<file path="src/rtl/serial_add_ctrl.sv">
// Nibble-serial adder: one 4-bit ripple-carry adder reused across NIBBLES cycles.
// Optional two's-complement overflow output is enabled with the ADDER_OVF_EN macro.

module ripplecarry (
  input  logic [3:0] a_i,
  input  logic [3:0] b_i,
  input  logic       c0_i,
  output logic [3:0] s_o,
  output logic       c4_o
);
  logic [4:0] c;

  always_comb begin
    c[0] = c0_i;
    s_o  = 4'd0;
    for (int i = 0; i < 4; i++) begin
      s_o[i]   = a_i[i] ^ b_i[i] ^ c[i];
      c[i+1]   = (a_i[i] & b_i[i]) | (c[i] & (a_i[i] ^ b_i[i]));
    end
    c4_o = c[4];
  end
endmodule

module serial_add_ctrl #(
  parameter int unsigned NIBBLES = 4
) (
  input  logic                   clk,
  input  logic                   rst,
  input  logic                   start,
  input  logic [4*NIBBLES-1:0]   a,
  input  logic [4*NIBBLES-1:0]   b,
  input  logic                   cin,
  output logic                   busy,
  output logic                   done,
  output logic [4*NIBBLES-1:0]   sum,
`ifdef ADDER_OVF_EN
  output logic                   ovf,
`endif
  output logic                   cout
);
  localparam int unsigned W     = 4 * NIBBLES;
  localparam int unsigned IDX_W = $clog2(NIBBLES);
  localparam logic [IDX_W-1:0] IDX_LAST = IDX_W'(NIBBLES - 1);

  typedef enum logic [1:0] {
    IDLE = 2'd0,
    ADD  = 2'd1,
    DONE = 2'd2
  } state_t;

  state_t           state_q, state_d;
  logic [IDX_W-1:0] idx_q, idx_d;
  logic             carry_q, carry_d;
  logic [W-1:0]     a_q, a_d, b_q, b_d;
  logic [W-1:0]     sum_q, sum_d;
  logic             cout_q, cout_d;
  logic             busy_q, busy_d;
  logic             done_q, done_d;
  logic             ovf_q, ovf_d;

  logic [IDX_W+1:0] bit_lo;
  logic [3:0]       add_a, add_b, add_s;
  logic             add_c4;

  assign bit_lo = {idx_q, 2'b00};
  assign add_a  = a_q[bit_lo +: 4];
  assign add_b  = b_q[bit_lo +: 4];

  ripplecarry u_rca (
    .a_i  (add_a),
    .b_i  (add_b),
    .c0_i (carry_q),
    .s_o  (add_s),
    .c4_o (add_c4)
  );

  // Next-state and datapath update
  always_comb begin
    state_d = state_q;
    idx_d   = idx_q;
    carry_d = carry_q;
    a_d     = a_q;
    b_d     = b_q;
    sum_d   = sum_q;
    cout_d  = cout_q;
    ovf_d   = ovf_q;
    case (state_q)
      IDLE: begin
        if (start) begin
          a_d     = a;
          b_d     = b;
          carry_d = cin;
          idx_d   = '0;
          state_d = ADD;
        end
      end
      ADD: begin
        sum_d[bit_lo +: 4] = add_s;
        carry_d            = add_c4;
        idx_d              = IDX_W'(idx_q + 1'b1);
        if (idx_q == IDX_LAST) begin
          cout_d  = add_c4;
          // Carry into the MSB recovered from the operand bits and its sum bit
          ovf_d   = (a_q[W-1] ^ b_q[W-1] ^ add_s[3]) ^ add_c4;
          idx_d   = '0;
          state_d = DONE;
        end
      end
      DONE:    state_d = IDLE;
      default: state_d = IDLE;
    endcase
    busy_d = (state_d == ADD);
    done_d = (state_d == DONE);
  end

  always_ff @(posedge clk) begin
    if (rst) begin
      state_q <= IDLE;
      idx_q   <= '0;
      carry_q <= 1'b0;
      a_q     <= '0;
      b_q     <= '0;
      sum_q   <= '0;
      cout_q  <= 1'b0;
      ovf_q   <= 1'b0;
      busy_q  <= 1'b0;
      done_q  <= 1'b0;
    end else begin
      state_q <= state_d;
      idx_q   <= idx_d;
      carry_q <= carry_d;
      a_q     <= a_d;
      b_q     <= b_d;
      sum_q   <= sum_d;
      cout_q  <= cout_d;
      ovf_q   <= ovf_d;
      busy_q  <= busy_d;
      done_q  <= done_d;
    end
  end

  assign busy = busy_q;
  assign done = done_q;
  assign sum  = sum_q;
  assign cout = cout_q;
`ifdef ADDER_OVF_EN
  assign ovf  = ovf_q;
`else
  logic unused_ovf;
  assign unused_ovf = ovf_q;
`endif
endmodule

</file>
<file path="config.mk">
export PLATFORM = sky130hd
export DESIGN_NAME = serial_add_ctrl
export DESIGN_NICKNAME = d
export VERILOG_FILES = /design/src/rtl/serial_add_ctrl.sv
export SDC_FILE = /design/constraint.sdc
export NUM_CORES = 1
export LEC_CHECK = 0
export ABC_AREA = 1
export CAP_MARGIN = 15
export CORE_ASPECT_RATIO = 1.1
export CORE_MARGIN = 2
export CORE_UTILIZATION = 54
export CTS_CLUSTER_DIAMETER = 50
export DETAILED_ROUTE_END_ITERATION = 12
export PLACE_DENSITY = 0.84
export SLEW_MARGIN = 20
export SYNTH_ARGS = -nofsm -noshare
export SYNTH_HDL_FRONTEND = slang
export SYNTH_SLANG_ARGS = --single-unit
</file>
<file path="constraint.sdc">
create_clock -name clk -period 4.8 [get_ports clk]
set_clock_uncertainty 0.2 [all_clocks]
set_input_delay 0.96 -clock clk [delete_from_list [all_inputs] [get_ports clk]]
set_output_delay 0.96 -clock clk [all_outputs]
set_load 0.02 [all_outputs]
</file>
### Yosys cells after proc, flatten, opt, wreduce, memory -nomap -nowiden

Cells that the tools add are included.

* bits in read-only memories: 0
* word-level logic and storage cells: 54
* memories kept: 0
* bits of input ports: 36
* output and inout port bits: 19
* register bits: 56
* RAM bits: 0
* latch bits: 0

* order comparisons: 0
* multiply operators: 0
* equal/unequal tests: 5
* shifts and indexed selects: 4
* multiplexer cells: 9
* reduce and logical (&&, ||, !) cells: 5
* divide/modulo/power cells: 0
* bitwise operators: 20
* add/sub/neg operators: 2

Operators by type and width (count)
* $shiftx 16x5->4: 2
* $bwmux 16: 1
* $shift 4x6->16 const A: 1
* $shiftx 4x6->16: 1
* $and 1x1->1: 8
* $mux 2: 4
* $pmux 2 s2: 2
* $xor 1x1->1: 8
* $neg 4->6: 1
* $reduce_and 2->1: 3
* $eq 2x1->1 const B: 2
* $eq 2x2->1 const B: 2
* $or 1x1->1: 4
* $add 2x1->2 const B: 1
* $logic_not 2->1: 1
* $ne 2x2->1 const B: 1
* $pmux 1 s2: 1
* $reduce_bool 2->1: 1
* $mux 1: 1

### Logic depth before layout (Yosys ltp)

Gate-level depths: netlist (run 1).

* word-level depth: 11
* gate-level depth with buffers: 17
* mapped depth without buffers: 15

### Modules after synthesis

From an unflattened synthesis (run 1), not the netlist that was laid out.

* cell total of the unflattened synthesis: 337
* area, all modules: 2484.9 µm²

Modules (own cells, without submodules)
* serial_add_ctrl: cells an instance 323, times used 1, area an instance 2367.3 µm², seq. area each 1121.1 µm²
* ripplecarry: cells an instance 14, times used 1, area an instance 117.6 µm², seq. area each 0.0 µm²

### Worst setup path before layout (run 1)

No wires, ideal clock.

* kind: register to register
* start: reg idx_q[0]
* end: reg sum_q[7], in the netlist sum[7]
* buffers on the path: 2
* stages on the path, launching flop included: 18
* data required time: 4483 ps
* slack: 1725 ps
* library setup time: 117 ps
* clock period less this slack: 3075 ps
* arrival time: 2758 ps
* cells stage by stage: dfxtp_1 -> buf_2 -> inv_1 -> buf_4 -> nor2_1 -> o22ai_1 -> fa_1 -> inv_1 -> fa_1 -> fa_1 -> inv_1 -> fa_1 -> nand2_1 -> nor2_1 -> nand2_1 -> nand2_1 -> inv_1 -> nor2_1

* word-level cells in the longest chain between the ends: 11
* elaborated cells between the ends (all ways): 23
* those cells by class: add/sub (1); shift (4); mux (1); bitwise (17)

RTL lines
* start: declaration: line 52 `logic [IDX_W-1:0] idx_q, idx_d;`
* start signal: assignment: line 130 `idx_q <= idx_d;`
* $shiftx 16x5->4, on equally long branches: line 66, 67
* $xor 1x1->1: line 17, 18
* $and 1x1->1: line 18 `c[i+1] = (a_i[i] & b_i[i]) | (c[i] & (a_i[i] ^ b_i[i]));`
* $or 1x1->1: line 18
* $and 1x1->1: line 18
* $or 1x1->1: line 18
* $and 1x1->1: line 18
* $or 1x1->1: line 18
* $xor 1x1->1: line 17 `s_o[i] = a_i[i] ^ b_i[i] ^ c[i];`
* $shiftx 4x6->16: line 98 `sum_d[bit_lo +: 4] = add_s;`
* $bwmux 16 (*): line 98
* end signal: assignment: line 134 `sum_q <= sum_d;`
* end: declaration: line 55 `logic [W-1:0] sum_q, sum_d;`

Every way passes the cells marked *; elsewhere a longest branch is shown, timed or not.
A chain may end at the register's enable or synchronous reset.

### Worst setup path after layout (run 1)

Ends and elaborated chain as after synthesis.

==> results.yml, run 1 <==
status:
  status: "complete, no violations"
run:
  maxCapViolations: 0
synth:
  synth-xor-area-share_pct: 0
  synth_top_area_share_pct: 43.4
  yosys.area_share.simple_pct: 26.2
  postSynth.asyncResetShare_pct: 0
  synth-main-ff-cell: "dfxtp_1"
  synthTopCellsByCount: "95 x nor2_1, 56 x dfxtp_1, 54 x o21ai_0"
  syn_area_per_cell_um2: 7.41
  ys_seq_area_share_pct: 43.4
  yosysMostFrequentCell: "nor2_1"
  syn_nets: 395
  synth-edff-count: 0
  synth_top_family_by_area: "simple AND/OR/NAND/NOR gates"
  synthMuxAreaShare_pct: 0
  yosys-top-cells-area: "dfxtp_1 43%, nor2_1 14%, o21ai_0 10%"
  syn_inst: 349
  synth_compound_area_share_pct: 15.7
  yosysTopAreaCell: "dfxtp_1"
  ys_types: 25
  ys_ff_latch: 56
  yosys_warnings: 0
  yosys.area_share.adder_pct: 6.00
  synth_area_um2: 2580
layout:
  multi_input_area_um2: 1240
  num_antenna_cells: 0
  n_fill_cell: 443
  syn_to_final_growth_pct: 22.8
  fin_util_pct: 68.7
  drive_above_1_share_pct: 6.58
  nets: 440
  regArea_um2: 1120
  stdcell_count: 451
worst_setup_path:
  required_ns: 4.85
  slowest_stage: "dfxtp_1"
  worstPathArrival_ns: 3.89
  startpoint_type: "register"
  cpPeakStageDelay_ns: 0.87
  critPathKind: "register to register"
  worst_setup_path_end_kind: "register"
  worstPathBufferInverterCount: 4
  crit_family: "adder cells"
  rrSetupSlack_ns: 0.96
  cp_cell_sequence: "inv_1 > o21ai_0 > o22ai_1 > fa_1 > inv_1 > fa_1 > fa_1 > inv_1 > fa_1 > nand2_1 > nor2_1 > nand2_1 > nand2_1 > inv_1 > nor2_1"
  path_max_fanout: 29
routing:
  drtAntennaViolNets: 0
  met1_length_um: 2240
  firstDrtPassIters: 4
  wl_met2_um: 2670
  met3_wirelength_um: 234
  wl_um: 5230
  avgViaCountPerCell: 5.00
  top_layer: "met4"
  vias: 2253
  drc: 0
  wire_per_inst_um: 11.6
  dr.first_iter.drc_count: 117
cts:
  ctsHtreeMaxLevel: 2
  clk_pin_slew_ns: 0.10
  root_buffer: "clkbuf_8"
  tritoncts: "done"
  cts_buffer_depth: 2
  postCtsHoldBufs: 0
  cts_buffers: 5
  post_cts_buffers: 0
  clk_latency_ns: 0.31
  cts_resized: 0
  cts_sinks: 56
power:
  powerDensity_nw_per_um2: 299
  total_leakage_power_nw: 1.32
  ir_drop_mv: 0.209
  finalPower_uw: 949
timing:
  max_freq_ghz: 0.260
  max-slew-margin-rel_pct: 38.6
  setup_tns_ns: 0
  setup_violations: 0
  finalCritPeriodShare_pct: 80.1
  rsz0062_at_grt: "no"
  finalCriticalPeriod_ns: 3.84
  timing.final.hold_violations: 0
  setup_slack_ns: 0.955
  drv_slew: 0
  tightest_slew_ns: 0.920
grt:
  grt_use_total_pct: 21.1
  grt_first_pass_wirelength_um: 9290
  grt_max_degree: 43
  antenna_found_initial: 0
  grt_remaining_overflow: 0
  grt_pass1_vias: 2128
placement:
  dp.cells: 443
  routabilityCongestion: 0.857
  pre_cts_slack_ns: 1.04
  numPortBuffers: 54
  place_hpwl_um: 3900
die:
  dieArea_um2: 5360
  io_pins: 55
  die_h_um: 76.6
  rows: 26
  die_x_um: 70.0
  start_util_pct: 56.0
  coreArea_um2: 4620
worst_hold_path:
  hold_class: "register to register"
sequential cells by signal, summed over array words and instances, names as in the netlist:
name	count
sum	16
a_q	16
b_q	16
idx_q	2
busy	1
cout	1
state_q	2
done	1
carry_q	1
final timing paths:
| path | start | endpoint | depth (start not counted) |
|---|---|---|---|
| max | idx_q[0]$_SDFFE_PP0P_ | sum[7]$_SDFFE_PP0P_ | 15 |
| min | sum[12]$_SDFFE_PP0P_ | sum[12]$_SDFFE_PP0P_ | 2 |
| max reg2reg | idx_q[0]$_SDFFE_PP0P_ | sum[7]$_SDFFE_PP0P_ | 15 |
| min reg2reg | sum[12]$_SDFFE_PP0P_ | sum[12]$_SDFFE_PP0P_ | 2 |
placed cells by master, fill, tap and decap left out:
| cell type | Yosys | layout |
|---|---|---|
| nor2_1 | 95 | 95 |
| dfxtp_1 | 56 | 56 |
| o21ai_0 | 54 | 54 |
| clkdlybuf4s50_1 | 0 | 54 |
| nand2_1 | 38 | 38 |
| inv_1 | 25 | 25 |
| a21oi_1 | 16 | 16 |
| nor2_2 | 9 | 9 |
| o21ai_1 | 6 | 6 |
| nand3_1 | 6 | 6 |
| ha_1 | 6 | 6 |
| clkbuf_8 | 0 | 6 |
| o22ai_1 | 4 | 4 |
| nor3_1 | 4 | 4 |
| fa_1 | 4 | 4 |
| nor2_4 | 3 | 3 |
| inv_2 | 2 | 2 |
| clkinv_2 | 0 | 2 |
| clkinv_1 | 1 | 1 |
| nand3_4 | 1 | 1 |
| inv_4 | 1 | 1 |
| nand2_4 | 1 | 1 |
| nand3_2 | 1 | 1 |
metrics by stage:
step / hold slack, ns / cell area, um^2
after detailed placement: 0.259 / 3080
final: 0.269 / 3170
after global placement: 0.253 / 3080
after floorplan: 0.249 / 2580
after global routing: 0.299 / 3170
after CTS: 0.274 / 3170
routing by layer:
metal / track usage (%) / up-vias
met3: 4.10 / 8
met4: 6.15 / 0
met5: 0 / -
met2: 39.2 / 57
li1: - / 1195
met1: 24.1 / 993
cell type report:
cell class	count	share of cell area, %
multi-input combinational	248	39.0
sequential	56	35.3
timing repair buffer	54	17.0
inverter	29	3.51
clock buffer	6	2.60
tap	56	2.21
clock inverter	2	0.315
power by group:
part           internal (mW)  total [mW]  leakage, nW  switching (mW)
clock                  0.116       0.262       0.0510           0.146
combinational         0.0790       0.172        0.809          0.0931
sequential             0.493       0.515        0.461          0.0219
kinds of logic after synthesis:
group / after synthesis
compound gates: 80
fa+ha+maj: 10
simple gates: 158
flops: 56
buf+inv: 45
worst reg2reg max path: stages (launching register included):
cell and delay, ns:
dfxtp_1 0.87, inv_1 0.49, o21ai_0 0.28, o22ai_1 0.13, fa_1 0.39, inv_1 0.07
fa_1 0.19, fa_1 0.18, inv_1 0.05, fa_1 0.49, nand2_1 0.08, nor2_1 0.14
nand2_1 0.07, nand2_1 0.06, inv_1 0.03, nor2_1 0.07
No activity file was read; power rests on OpenSTA's default activity.
==> run 2, diff against run 1 <==
--- a/config.mk
+++ b/config.mk
@@ -9,10 +9,10 @@
 export CAP_MARGIN = 15
 export CORE_ASPECT_RATIO = 1.1
 export CORE_MARGIN = 2
-export CORE_UTILIZATION = 54
+export CORE_UTILIZATION = 50
 export CTS_CLUSTER_DIAMETER = 50
 export DETAILED_ROUTE_END_ITERATION = 12
-export PLACE_DENSITY = 0.84
+export PLACE_DENSITY = 0.79
 export SLEW_MARGIN = 20
 export SYNTH_ARGS = -nofsm -noshare
 export SYNTH_HDL_FRONTEND = slang
==> constraint.sdc (replaced) <==
create_clock -name clk -period 3.9 [get_ports clk]
set_clock_uncertainty 0.2 [all_clocks]
set_input_delay 0.78 -clock clk [delete_from_list [all_inputs] [get_ports clk]]
set_output_delay 0.78 -clock clk [all_outputs]
set_load 0.02 [all_outputs]
==> run 2 against run 1 <==
- sequential share of layout area decreased by 0.25 points
- flip-flop and latch count unchanged
- global-route usage decreased by 1.0 points
- via count increased by 0.75%
- sequential power increased by 23%
- first-iteration DRC count decreased by 34%
- register-to-register slack got worse by 0.31 ns
- setup slack got worse by 0.31 ns
- clock power increased by 21%
- critical path depth unchanged
- critical path type unchanged
- largest cell class unchanged
- largest power group unchanged
==> results.yml, run 2 (synthesis gave the netlist of run 1 again) <==
status:
  status: "complete, no violations"
grt:
  grt_pass1_vias: 2142
  grt_use_total_pct: 20.0
  grt_remaining_overflow: 0
  antenna_found_initial: 0
  grt_first_pass_wirelength_um: 9180
  grt_max_degree: 34
timing:
  drv_slew: 0
  rsz0062_at_grt: "no"
  finalCritPeriodShare_pct: 83.4
  finalCriticalPeriod_ns: 3.25
  setup_tns_ns: 0
  max-slew-margin-rel_pct: 67.7
  setup_slack_ns: 0.648
  timing.final.hold_violations: 0
  max_freq_ghz: 0.308
  tightest_slew_ns: 0.483
  setup_violations: 0
worst_setup_path:
  critPathKind: "register to register"
  r2r_cells: 15
  r2r_start: "idx_q[0]$_SDFFE_PP0P_"
  cpPeakStageDelay_ns: 0.44
  startpoint_type: "register"
  worstPathArrival_ns: 3.25
  slowest_stage: "dfxtp_1"
  required_ns: 3.90
  worst_setup_path_end_kind: "register"
  path_max_fanout: 16
  cp_cell_sequence: "inv_1 > o21ai_0 > o22ai_1 > fa_1 > inv_1 > fa_1 > fa_1 > inv_1 > fa_1 > nand2_1 > nor2_1 > nand2_1 > nand2_1 > inv_1 > nor2_1"
  rrSetupSlack_ns: 0.65
  reg2reg_to: "sum[7]$_SDFFE_PP0P_"
die:
  dieArea_um2: 5760
  start_util_pct: 51.7
  die_h_um: 79.4
  die_x_um: 72.6
  io_pins: 55
  rows: 27
  coreArea_um2: 5000
layout:
  drive_above_1_share_pct: 6.78
  syn_to_final_growth_pct: 23.7
  nets: 443
  num_antenna_cells: 0
  mostFrequentLayoutCells: "95 x nor2_1, 56 x dfxtp_1, 54 x o21ai_0, 54 x clkdlybuf4s50_1, 38 x nand2_1"
  final_common_cell: "nor2_1"
  design_area_um2: 3200
cts:
  cts_resized: 0
  clk_pin_slew_ns: 0.09
  root_buffer: "clkbuf_8"
  postCtsHoldBufs: 0
  tritoncts: "done"
  cts_buffer_depth: 2
  post_cts_buffers: 0
  clk_latency_ns: 0.30
  ctsHtreeMaxLevel: 2
  cts_sinks: 56
  cts_buffers: 5
routing:
  drc: 0
  wire_per_inst_um: 11.5
  avgViaCountPerCell: 4.98
  vias: 2270
  dr.first_iter.drc_count: 77
  firstDrtPassIters: 4
  wl_um: 5230
  drtAntennaViolNets: 0
placement:
  routabilityCongestion: 0.912
  placed_cell_area_um2: 3110
  place_hpwl_um: 4070
  numPortBuffers: 54
  pre_cts_slack_ns: 0.669
power:
  ir_drop_mv: 0.197
  powerDensity_nw_per_um2: 364
  total_leakage_power_nw: 1.33
worst_hold_path:
  whs_endpoint: "sum[12]$_SDFFE_PP0P_"
  hold_class: "register to register"
  holdPathStages: 2
  min-delay-start: "sum[12]$_SDFFE_PP0P_"
run:
  maxCapViolations: 0
[run 2: how the worst max path moves through the flow]
stage	end	from	cells past startpoint	slack, ns
3_3_place_gp	sum[7]$_SDFFE_PP0P_	idx_q[0]$_SDFFE_PP0P_	15	0.79
4_1_cts	sum[7]$_SDFFE_PP0P_	idx_q[0]$_SDFFE_PP0P_	15	0.65
6_report	sum[7]$_SDFFE_PP0P_	idx_q[0]$_SDFFE_PP0P_	15	0.65
5_1_grt	sum[7]$_SDFFE_PP0P_	idx_q[0]$_SDFFE_PP0P_	15	0.39
3_5_place_dp	sum[7]$_SDFFE_PP0P_	idx_q[0]$_SDFFE_PP0P_	15	0.67
2_1_floorplan	sum[7]$_SDFFE_PP0P_	idx_q[0]$_SDFFE_PP0P_	17	0.83
[run 2: worst max-delay path, delay by kind of cell, from the launching register on]
kind            cells  cell delay [ns]
compound gates      2             0.35
simple gates        5             0.28
buf+inv             4             0.47
fa+ha+maj           4             1.40
flops               1             0.44
[run 2: area by class of cell]
class	instances	area [um^2]
Clock buffer	8	90.1
Fill cell	472	1800
Inverter	29	111
Multi-Input combinational cell	248	1240
Sequential cell	56	1120
Tap cell	58	72.6
Timing Repair Buffer	57	563
[run 2: per-layer routing]
layer  GRT usage (%)  routed length [um]  vias to the layer above  share of wire, %
met1            24.3                2390                     1003                46
met3            4.29                 188                        8               3.6
met4            6.67                  74                        0               1.4
met5               0                   0                        -                 0
met2            34.8                2580                       50                49
li1                -                   -                     1209                 -
[run 2: through the flow]
stage | total power [mW] | std cells | util, % | hold slack (ns)
final | 1.16 | 456 | 63.9 | 0.269
after global routing | 1.23 | 456 | 63.9 | 0.299
after CTS | 1.17 | 456 | 63.9 | 0.270
after detailed placement | 0.864 | 448 | 62.1 | 0.257
after floorplan | 0.787 | 349 | - | 0.249
after global placement | 0.856 | 448 | 62.1 | 0.254
[run 2: where the power goes]
group / internal [mW] / switching, mW / total [mW]
combinational: 0.0994 / 0.118 / 0.217
clock: 0.145 / 0.171 / 0.316
sequential: 0.607 / 0.0244 / 0.631
total: 0.851 / 0.313 / 1.16
